$ cat config.mk
export PLATFORM = sky130hd
export DESIGN_NAME = ncsp_mash_gen
export DESIGN_NICKNAME = d
export VERILOG_FILES = /design/src/rtl/ncsp_mash_gen.sv
export SDC_FILE = /design/constraint.sdc
export NUM_CORES = 1
export LEC_CHECK = 0
export ABC_AREA = 0
export CAP_MARGIN = 10
export CORE_MARGIN = 3
export CORE_UTILIZATION = 50
export CTS_CLUSTER_DIAMETER = 80
export DETAILED_ROUTE_END_ITERATION = 8
export HOLD_SLACK_MARGIN = 0.15
export PLACE_DENSITY = 0.68
export SYNTH_ARGS = -nofsm -noshare
export SYNTH_HDL_FRONTEND = slang
export SYNTH_SLANG_ARGS = --single-unit
$ cat constraint.sdc
create_clock -name i_clk -period 9.49 [get_ports i_clk]
set_input_delay 1.4235 -clock i_clk [delete_from_list [all_inputs] [get_ports i_clk]]
set_output_delay 1.4235 -clock i_clk [all_outputs]
set_load 0.005 [all_outputs]
$ cat src/rtl/ncsp_mash_gen.sv
`default_nettype none
// ============================================================================
//  Module      : ncsp_mash_gen
//  Description : MASH 1-1-1 delta-sigma modulator for a fractional-N divider.
//                Three cascaded error-feedback accumulators feed a
//                noise-cancellation network. The cancelled sequence is added to
//                the integer word and saturated. The order (0..3) can be
//                selected at runtime, stage 1 can be seeded, and an optional
//                LFSR LSB dither can be added to the stage-1 input.
//  Revision    : 1.0 - initial release
// ============================================================================
module ncsp_mash_gen #(
    parameter int unsigned P_ACC_WIDTH = 16,
    parameter int unsigned P_INT_WIDTH = 8,
    parameter logic [15:0] P_LFSR_SEED = 16'hACE1
) (
    input  logic                   i_clk,
    input  logic                   i_rst_n,
    input  logic                   i_en,
    input  logic                   i_load,
    input  logic [1:0]             i_order,
    input  logic                   i_dither_en,
    input  logic [P_ACC_WIDTH-1:0] i_seed,
    input  logic [P_ACC_WIDTH-1:0] i_frac,
    input  logic [P_INT_WIDTH-1:0] i_int,
    output logic [3:0]             o_y,
    output logic [P_INT_WIDTH-1:0] o_div,
    output logic                   o_valid,
    output logic                   o_sat
);

    localparam int unsigned W  = P_ACC_WIDTH;
    localparam int unsigned IW = P_INT_WIDTH;

    // Accumulator, carry-history, configuration and output state
    logic [W-1:0]  acc1_q, acc1_d;
    logic [W-1:0]  acc2_q, acc2_d;
    logic [W-1:0]  acc3_q, acc3_d;
    logic          c2_dly_q, c2_dly_d;
    logic          c3_dly_q, c3_dly_d;
    logic          c3_dly2_q, c3_dly2_d;
    logic [1:0]    order_q, order_d;
    logic          dith_q, dith_d;
    logic [15:0]   lfsr_q, lfsr_d;
    logic [3:0]    y_q, y_d;
    logic [IW-1:0] div_q, div_d;
    logic          valid_q, valid_d;
    logic          sat_q, sat_d;

    // Datapath wires
    logic          w_step;
    logic          w_st1, w_st2, w_st3;
    logic          w_dbit;
    logic [W:0]    w_s1, w_s2, w_s3;
    logic          w_c1, w_c2, w_c3;
    logic [3:0]    w_y_raw;
    logic [3:0]    w_y;
    logic [IW+1:0] w_sum;
    logic          w_neg, w_over;
    logic [IW-1:0] w_div;
    logic          w_lfsr_fb;

    // Load takes priority, so an enable during a load cycle is not a step
    assign w_step = i_en & ~i_load;

    // A stage is active when the latched order reaches it
    assign w_st1 = (order_q != 2'd0);
    assign w_st2 = order_q[1];
    assign w_st3 = &order_q;

    // Dither adds the LFSR LSB as an extra LSB on the stage-1 input
    assign w_dbit = dith_q & lfsr_q[0];

    // Cascaded accumulators; each stage integrates the previous stage's residue
    assign w_s1 = {1'b0, acc1_q} + {1'b0, i_frac} + {{W{1'b0}}, w_dbit};
    assign w_s2 = {1'b0, acc2_q} + {1'b0, w_s1[W-1:0]};
    assign w_s3 = {1'b0, acc3_q} + {1'b0, w_s2[W-1:0]};

    // Carries of inactive stages are forced to zero so they cancel out of y
    assign w_c1 = w_st1 & w_s1[W];
    assign w_c2 = w_st2 & w_s2[W];
    assign w_c3 = w_st3 & w_s3[W];

    // Noise cancellation: c1 + (1-z^-1)c2 + (1-z^-1)^2 c3. The result range
    // -3..+4 fits in 4 bits, so modulo-16 arithmetic gives the exact value.
    assign w_y_raw = {3'b000, w_c1}
                   + {3'b000, w_c2}
                   - {3'b000, c2_dly_q}
                   + {3'b000, w_c3}
                   - {2'b00, c3_dly_q, 1'b0}
                   + {3'b000, c3_dly2_q};
    assign w_y     = w_st1 ? w_y_raw : 4'd0;

    // Integer plus sign-extended y, with two guard bits to detect the clamp
    assign w_sum  = {2'b00, i_int} + {{(IW-2){w_y[3]}}, w_y};
    assign w_neg  = w_sum[IW+1];
    assign w_over = ~w_sum[IW+1] & w_sum[IW];
    assign w_div  = w_neg ? {IW{1'b0}} : (w_over ? {IW{1'b1}} : w_sum[IW-1:0]);

    // Fibonacci LFSR using taps 16,14,13,11 and shifting toward bit 0
    assign w_lfsr_fb = lfsr_q[0] ^ lfsr_q[2] ^ lfsr_q[3] ^ lfsr_q[5];

    // Next-state selection: load, then step, then hold
    always_comb begin
        acc1_d    = acc1_q;
        acc2_d    = acc2_q;
        acc3_d    = acc3_q;
        c2_dly_d  = c2_dly_q;
        c3_dly_d  = c3_dly_q;
        c3_dly2_d = c3_dly2_q;
        order_d   = order_q;
        dith_d    = dith_q;
        lfsr_d    = lfsr_q;
        y_d       = y_q;
        div_d     = div_q;
        valid_d   = 1'b0;
        sat_d     = sat_q;
        if (i_load) begin
            acc1_d    = i_seed;
            acc2_d    = {W{1'b0}};
            acc3_d    = {W{1'b0}};
            c2_dly_d  = 1'b0;
            c3_dly_d  = 1'b0;
            c3_dly2_d = 1'b0;
            order_d   = i_order;
            dith_d    = i_dither_en;
            lfsr_d    = P_LFSR_SEED;
        end else if (w_step) begin
            if (w_st1) begin
                acc1_d = w_s1[W-1:0];
            end
            if (w_st2) begin
                acc2_d = w_s2[W-1:0];
            end
            if (w_st3) begin
                acc3_d = w_s3[W-1:0];
            end
            c2_dly_d  = w_c2;
            c3_dly2_d = c3_dly_q;
            c3_dly_d  = w_c3;
            if (dith_q) begin
                lfsr_d = {w_lfsr_fb, lfsr_q[15:1]};
            end
            y_d     = w_y;
            div_d   = w_div;
            sat_d   = w_neg | w_over;
            valid_d = 1'b1;
        end
    end

    // State registers with asynchronous active-low reset
    always_ff @(posedge i_clk or negedge i_rst_n) begin
        if (!i_rst_n) begin
            acc1_q    <= {W{1'b0}};
            acc2_q    <= {W{1'b0}};
            acc3_q    <= {W{1'b0}};
            c2_dly_q  <= 1'b0;
            c3_dly_q  <= 1'b0;
            c3_dly2_q <= 1'b0;
            order_q   <= 2'd0;
            dith_q    <= 1'b0;
            lfsr_q    <= P_LFSR_SEED;
            y_q       <= 4'd0;
            div_q     <= {IW{1'b0}};
            valid_q   <= 1'b0;
            sat_q     <= 1'b0;
        end else begin
            acc1_q    <= acc1_d;
            acc2_q    <= acc2_d;
            acc3_q    <= acc3_d;
            c2_dly_q  <= c2_dly_d;
            c3_dly_q  <= c3_dly_d;
            c3_dly2_q <= c3_dly2_d;
            order_q   <= order_d;
            dith_q    <= dith_d;
            lfsr_q    <= lfsr_d;
            y_q       <= y_d;
            div_q     <= div_d;
            valid_q   <= valid_d;
            sat_q     <= sat_d;
        end
    end

    assign o_y     = y_q;
    assign o_div   = div_q;
    assign o_valid = valid_q;
    assign o_sat   = sat_q;

endmodule
`default_nettype wire

==> out/qor.txt, run 1 <==
========================================================================================
Number of antenna violations at the first check in global routing .........            0
Power per cell area .......................................................  240 nW/um^2
Yosys warnings ............................................................            0
ANT nets after route ......................................................            0
Root buf cell .............................................................    clkbuf_16
Data required, critical path ..............................................      9.71 ns
Number of filler instances in the final layout ............................         1067
Wire length per cell ......................................................      15.1 um
Number of DRC violations after detailed routing ...........................            0
Layout-stage area growth over the synthesis result ........................        17.1%
Seq cells post-synth ......................................................           84
Core utilization of the finished layout ...................................        60.2%
Shortest period the worst path allows .....................................      8.90 ns
Starting density of the core ..............................................        51.4%
Total negative slack for setup checks .....................................         0 ns
Die Outline Area ..........................................................   13800 um^2
Grt ovf ...................................................................            0
Num CTS Buffers ...........................................................            9
Pin count of the biggest net entering global routing ......................           76
Number of synthesized flops with an enable pin ............................            0
Static Leakage ............................................................      3.38 nW
Count of unique library cells instantiated by Yosys .......................           58
Async S/R FF share, synth .................................................         100%
Latest clock arrival within the worst-skew pair ...........................      0.35 ns
H-tree lvl count ..........................................................            3
Number of optimization iterations in the first detailed-route pass ........            4
Max Buffers Root-to-Sink ..................................................            2
Crit. End Element .........................................................    flip-flop
Bufs and invs on worst path ...............................................            3
Routed via count ..........................................................         5228
Count of input and output buffers .........................................           60
Placement row count .......................................................           40
Most common cell after layout, fill and taps aside ........................      nand2_1
Wire length of the first global-routing pass ..............................     24200 um
Number of nets in the layout ..............................................          881
Final critical-path setup slack ...........................................     0.587 ns
Category of cells accounting for the largest share of critical-path delay . compound AO/OA/AOI/OAI gates
Transition time at the pin with the least slew margin .....................      1.06 ns
Number of global-route vias before repair .................................         5166
Clk pin slew, worst setup/hold paths ......................................      0.06 ns
Number of max-slew violations in the final report .........................            0
Clock tree sinks ..........................................................           84
Non-Filler Cell Area, Final ...............................................    7270 um^2
Crit path largest cell delay ..............................................      0.49 ns
Post-synth design cell area ...............................................    6200 um^2
Number of hold buffers added after cts ....................................            0
Ratio of final minimum period to clock period .............................        93.8%
Max-capacitance violation count ...........................................            0
Dominant register cell in the synthesized netlist .........................      dfrtp_1
Number of failing hold endpoints at the final stage .......................            0
TritonCTS clock tree ......................................................        built
Crit path max fanout ......................................................            9
Io pins ...................................................................           61
WS Path Type ..............................................................    in -> reg
Result of the run ......................................................... finished, final reports clean
Horiz. Die Dim ............................................................       117 um
Core Area .................................................................   12100 um^2
Fraction of layout instances using a drive strength above 1 ...............        6.37%
Violation count after the first detailed-route iteration ..................          319
Min-Delay Path Class ......................................................   reg -> reg
Cell with the largest stage delay on the worst path .......................      o41ai_1
Via-per-instance ratio ....................................................         5.58
Post-synthesis sequential area ratio ......................................        34.0%
Hpwl dp ...................................................................     10400 um
Worst slack at placement ..................................................     0.253 ns
Synth Area per Inst .......................................................    8.71 um^2
Syn Inst Count ............................................................          712
Routed wire length ........................................................     14200 um
Worst rel slew slack ......................................................        29.3%
Setup violations, final ...................................................            0
Highest Clock Rate ........................................................      112 MHz
Area after detailed placement .............................................    6960 um^2
Highest ir drop seen on vdd ...............................................       162 uV
Worst hold slack after final layout .......................................     0.479 ns
Global-route usage over all layers ........................................        21.3%
Routability-driven placement congestion ratio .............................        0.951
Worst EP arrival ..........................................................      9.13 ns
Inserted Diodes ...........................................................            0
Net Count, Synth ..........................................................          829
Die Span Y ................................................................       117 um
Commonest cells after routing, fill and taps aside ........................ 101 x nand2_1, 76 x dfrtp_1, 63 x ha_1, 60 x nor2_1, 58 x clkdlybuf4s50_1
Clock skew ................................................................   0.00744 ns
Startpoint type of the worst setup path ...................................    input pin
========================================================================================
stage by stage:
| step | std cells | power [W] |
|---|---|---|
| after floorplan | 712 | 0.00115 |
| after global placement | 921 | 0.00136 |
| after detailed placement | 921 | 0.00138 |
| after CTS | 937 | 0.00175 |
| after global routing | 937 | 0.00189 |
| final | 937 | 0.00174 |
cell usage after synthesis (5+ instances only):
master / n / area, um^2
dfrtp_1: 76 / 1900
nor2b_1: 7 / 43.8
inv_1: 36 / 135
dfstp_2: 8 / 210
a21o_1: 12 / 90.1
nor3_1: 10 / 50.1
fa_1: 7 / 140
xor2_1: 16 / 140
o21a_1: 10 / 75.1
xnor2_1: 33 / 289
a211oi_1: 9 / 67.6
o21ai_0: 53 / 265
mux2i_1: 10 / 100
mux2_2: 5 / 56.3
a21oi_1: 53 / 265
ha_1: 63 / 788
clkbuf_1: 23 / 86.3
nand3_1: 22 / 110
nand2_1: 101 / 379
nor2_1: 60 / 225
and2_1: 6 / 37.5
a31oi_1: 9 / 56.3
a22o_1: 13 / 114
nand2b_1: 5 / 31.3
layer usage:
| layer | wire [um] | up-vias | track usage (%) | part of all wire (%) |
|---|---|---|---|---|
| met5 | 0 | - | 0 | 0 |
| met2 | 6830 | 90 | 35.5 | 48 |
| met4 | 366 | 0 | 7.84 | 2.6 |
| li1 | - | 2620 | - | - |
| met1 | 6530 | 2489 | 27.6 | 46 |
| met3 | 448 | 29 | 4.00 | 3.2 |
final timing paths:
path / from / end / slack, ns / cells past startpoint
min in group asynchronous: i_rst_n / o_div[2] / 0.89 / 1
max in group asynchronous: i_rst_n / acc2_q[3] / 7.43 / 2
hold / removal: o_div[4] / o_div[4] / 0.48 / 2
hold reg to reg: o_div[4] / o_div[4] / 0.48 / 2
setup / recovery: i_frac[0] / o_div[1] / 0.59 / 35
setup reg to reg: lfsr_q[0] / o_div[1] / 1.54 / 34
tightest hold or removal path: stages, from the launching register on:
cell     delay (ns)
dfrtp_1        0.34
nand2_1        0.05
o21ai_0        0.06
area by class of cell:
class | instances | area (um^2) | area share [%]
clock inverter | 5 | 60.1 | 0.826
sequential | 84 | 2110 | 29.1
tap | 168 | 210 | 2.89
clock buffer | 11 | 243 | 3.34
multi-input combinational | 567 | 3870 | 53.2
timing repair buffer | 66 | 638 | 8.78
inverter | 36 | 135 | 1.86
state kept, by name (all words and copies together) (netlist names), 2 cells and up:
name / count
acc2_q: 16
order_q: 2
acc3_q: 16
lfsr_q: 16
acc1_q: 16
o_y: 4
o_div: 8
what timing repair did:
action / CTS / global route
endpoints found under the hold margin: 0 / 0
buffers inserted: 0 / 0
endpoints found under the setup margin: 0 / 2
resized for setup: 0 / 1
logic make-up after synthesis:
| family | Yosys count | synth area share, % |
|---|---|---|
| compound gates | 201 | 21.0 |
| xor+xnor | 49 | 6.92 |
| fa+ha+maj | 70 | 15.0 |
| buf+inv | 61 | 3.71 |
| flops | 84 | 34.0 |
| mux | 15 | 2.52 |
| simple gates | 232 | 16.8 |
where the power goes:
part	internal (W)	switching, W
logic	0.000414	0.000510
clock network	0.000212	0.000149
registers	0.000419	0.0000365
total	0.00105	0.000696
No activity file was read; power rests on OpenSTA's default activity.
==> run 2, diff against run 1 <==
--- a/config.mk
+++ b/config.mk
@@ -7,12 +7,13 @@
 export LEC_CHECK = 0
 export ABC_AREA = 0
 export CAP_MARGIN = 10
+export CORE_ASPECT_RATIO = 1.2
 export CORE_MARGIN = 3
-export CORE_UTILIZATION = 50
+export CORE_UTILIZATION = 34
 export CTS_CLUSTER_DIAMETER = 80
 export DETAILED_ROUTE_END_ITERATION = 8
 export HOLD_SLACK_MARGIN = 0.15
-export PLACE_DENSITY = 0.68
+export PLACE_DENSITY = 0.49
 export SYNTH_ARGS = -nofsm -noshare
 export SYNTH_HDL_FRONTEND = slang
 export SYNTH_SLANG_ARGS = --single-unit
==> out/qor.txt, run 2 (synthesis gave the netlist of run 1 again) <==
=================================================================================
Power share of the sequential group ................................        26.4%
Highest ir drop seen on vdd ........................................      95.8 uV
Worst slack at placement ...........................................     0.269 ns
WS Path Type .......................................................    in -> reg
Placement row count ................................................           53
Wire length of the first global-routing pass .......................     26000 um
Crit. End Element ..................................................    flip-flop
Startpoint type of the worst setup path ............................    input pin
Routed wire length .................................................     15600 um
Data required, critical path .......................................      9.72 ns
Number of buffers inserted by post-CTS setup repair ................            0
Number of optimization iterations in the first detailed-route pass .            7
Fraction of layout instances using a drive strength above 1 ........        6.37%
Clock skew .........................................................   0.00685 ns
Max Buffers Root-to-Sink ...........................................            2
Worst EP arrival ...................................................      9.03 ns
Combinational Power Share ..........................................        53.5%
Routability-driven placement congestion ratio ......................        0.916
Die Span Y .........................................................       154 um
Clk pin slew, worst setup/hold paths ...............................      0.06 ns
Starting density of the core .......................................        35.0%
Number of antenna violations at the first check in global routing ..            0
Crit path largest cell delay .......................................      0.46 ns
Ratio of final minimum period to clock period ......................        92.8%
TritonCTS clock tree ...............................................        built
Transition time at the pin with the least slew margin ..............      1.06 ns
Shortest period the worst path allows ..............................      8.80 ns
Cell mode on critical path .........................................         ha_1
Most common cell after layout, fill and taps aside .................      nand2_1
Max-capacitance violation count ....................................            0
Static Leakage .....................................................      3.36 nW
Wire length per cell ...............................................      15.8 um
Pin count of the biggest net entering global routing ...............           59
Final critical-path setup slack ....................................     0.687 ns
Die Outline Area ...................................................   19900 um^2
Inserted Diodes ....................................................            0
Grt ovf ............................................................            0
Number of global-route vias before repair ..........................         5224
Io pins ............................................................           61
Horiz. Die Dim .....................................................       129 um
ANT nets after route ...............................................            0
H-tree lvl count ...................................................            3
CTS resizes ........................................................            0
Number of hold buffers added after cts .............................            0
Cell with the largest stage delay on the worst path ................         fa_1
Switching component of the power ...................................   0.000700 W
Number of DRC violations after detailed routing ....................            0
Layout-stage area growth over the synthesis result .................        18.0%
Num CTS Buffers ....................................................            9
Number of filler instances in the final layout .....................         1782
Crit path max fanout ...............................................            9
Min-Delay Path Class ...............................................   reg -> reg
Routed via count ...................................................         5212
Count of input and output buffers ..................................           60
Number of failing hold endpoints at the final stage ................            0
Clock tree sinks ...................................................           84
Setup violations, final ............................................            0
Unrepaired setup endpoints after global routing ....................        false
Number of nets in the layout .......................................          881
Total negative slack for setup checks ..............................         0 ns
Core utilization of the finished layout ............................        41.3%
Root buf cell ......................................................    clkbuf_16
Global-route usage over all layers .................................        16.2%
Core Area ..........................................................   17700 um^2
Commonest cells after routing, fill and taps aside ................. 101 x nand2_1, 76 x dfrtp_1, 63 x ha_1, 60 x nor2_1, 58 x clkdlybuf4s50_1
Via-per-instance ratio .............................................         5.27
Worst rel slew slack ...............................................        29.1%
Violation count after the first detailed-route iteration ...........          218
Number of max-slew violations in the final report ..................            0
Net switching share of the total power .............................        40.4%
Highest Clock Rate .................................................      114 MHz
Power per cell area ................................................  237 nW/um^2
Result of the run .................................................. finished, final reports clean
Latest clock arrival within the worst-skew pair ....................      0.34 ns
Power Internal .....................................................    0.00103 W
Hpwl dp ............................................................     11700 um
Part of the total power dissipated in the clock network ............        20.1%
=================================================================================
## run 2: worst paths after layout
kind                       slack, ns       from         to  cells past startpoint
setup / recovery                0.69  i_frac[0]      o_sat                     35
hold / removal                  0.48   o_div[0]   o_div[0]                      2
setup reg to reg                1.59  lfsr_q[0]      o_sat                     34
hold reg to reg                 0.48   o_div[0]   o_div[0]                      2
max in group asynchronous       7.38    i_rst_n  acc2_q[4]                      2
min in group asynchronous       1.00    i_rst_n   o_div[6]                      1
## run 2: critical path, delay by kind of cell
family	cells	cell delay (ns)
xor gates and xnor gates	3	0.61
and+or+nand+nor	8	1.00
buffers and inverters	4	0.65
AOI/OAI and AO/OA	13	2.91
adders and majority gates	7	2.44
## run 2: per-stage QoR
| step | area, um^2 | total power (W) | hold WS, ns | std cells |
|---|---|---|---|---|
| 2_1_floorplan | 6200 | 0.00115 | 0.456 | 712 |
| 3_3_place_gp | 7030 | 0.00139 | 0.465 | 973 |
| 3_5_place_dp | 7030 | 0.00140 | 0.477 | 973 |
| 4_1_cts | 7320 | 0.00176 | 0.489 | 989 |
| 5_1_grt | 7320 | 0.00189 | 0.504 | 989 |
| 6_report | 7320 | 0.00173 | 0.481 | 989 |
## run 2: final cells by class
type	instances	area [um^2]	area share (%)
clock inverters	3	20.0	0.274
repair buffers	66	638	8.72
flip-flops and latches	84	2110	28.9
inverters	36	135	1.85
clock buffers	13	270	3.69
multi-input cells	567	3870	52.8
well taps	220	275	3.76
## run 2: power groups by stage
stage	combinational [W]	clock, W	sequential, W
after floorplan	0.000700	0	0.000454
after global placement	0.000925	0	0.000462
after detailed placement	0.000935	0	0.000464
after CTS	0.000940	0.000362	0.000457
after global routing	0.00105	0.000377	0.000466
final	0.000927	0.000349	0.000457
## run 2: per-layer routing
layer	global-route usage (%)	wire length, um	up-vias
met5	0	0	-
met4	5.20	233	0
met3	2.08	384	14
met2	27.5	7830	72
met1	21.3	7150	2499
li1	-	-	2627
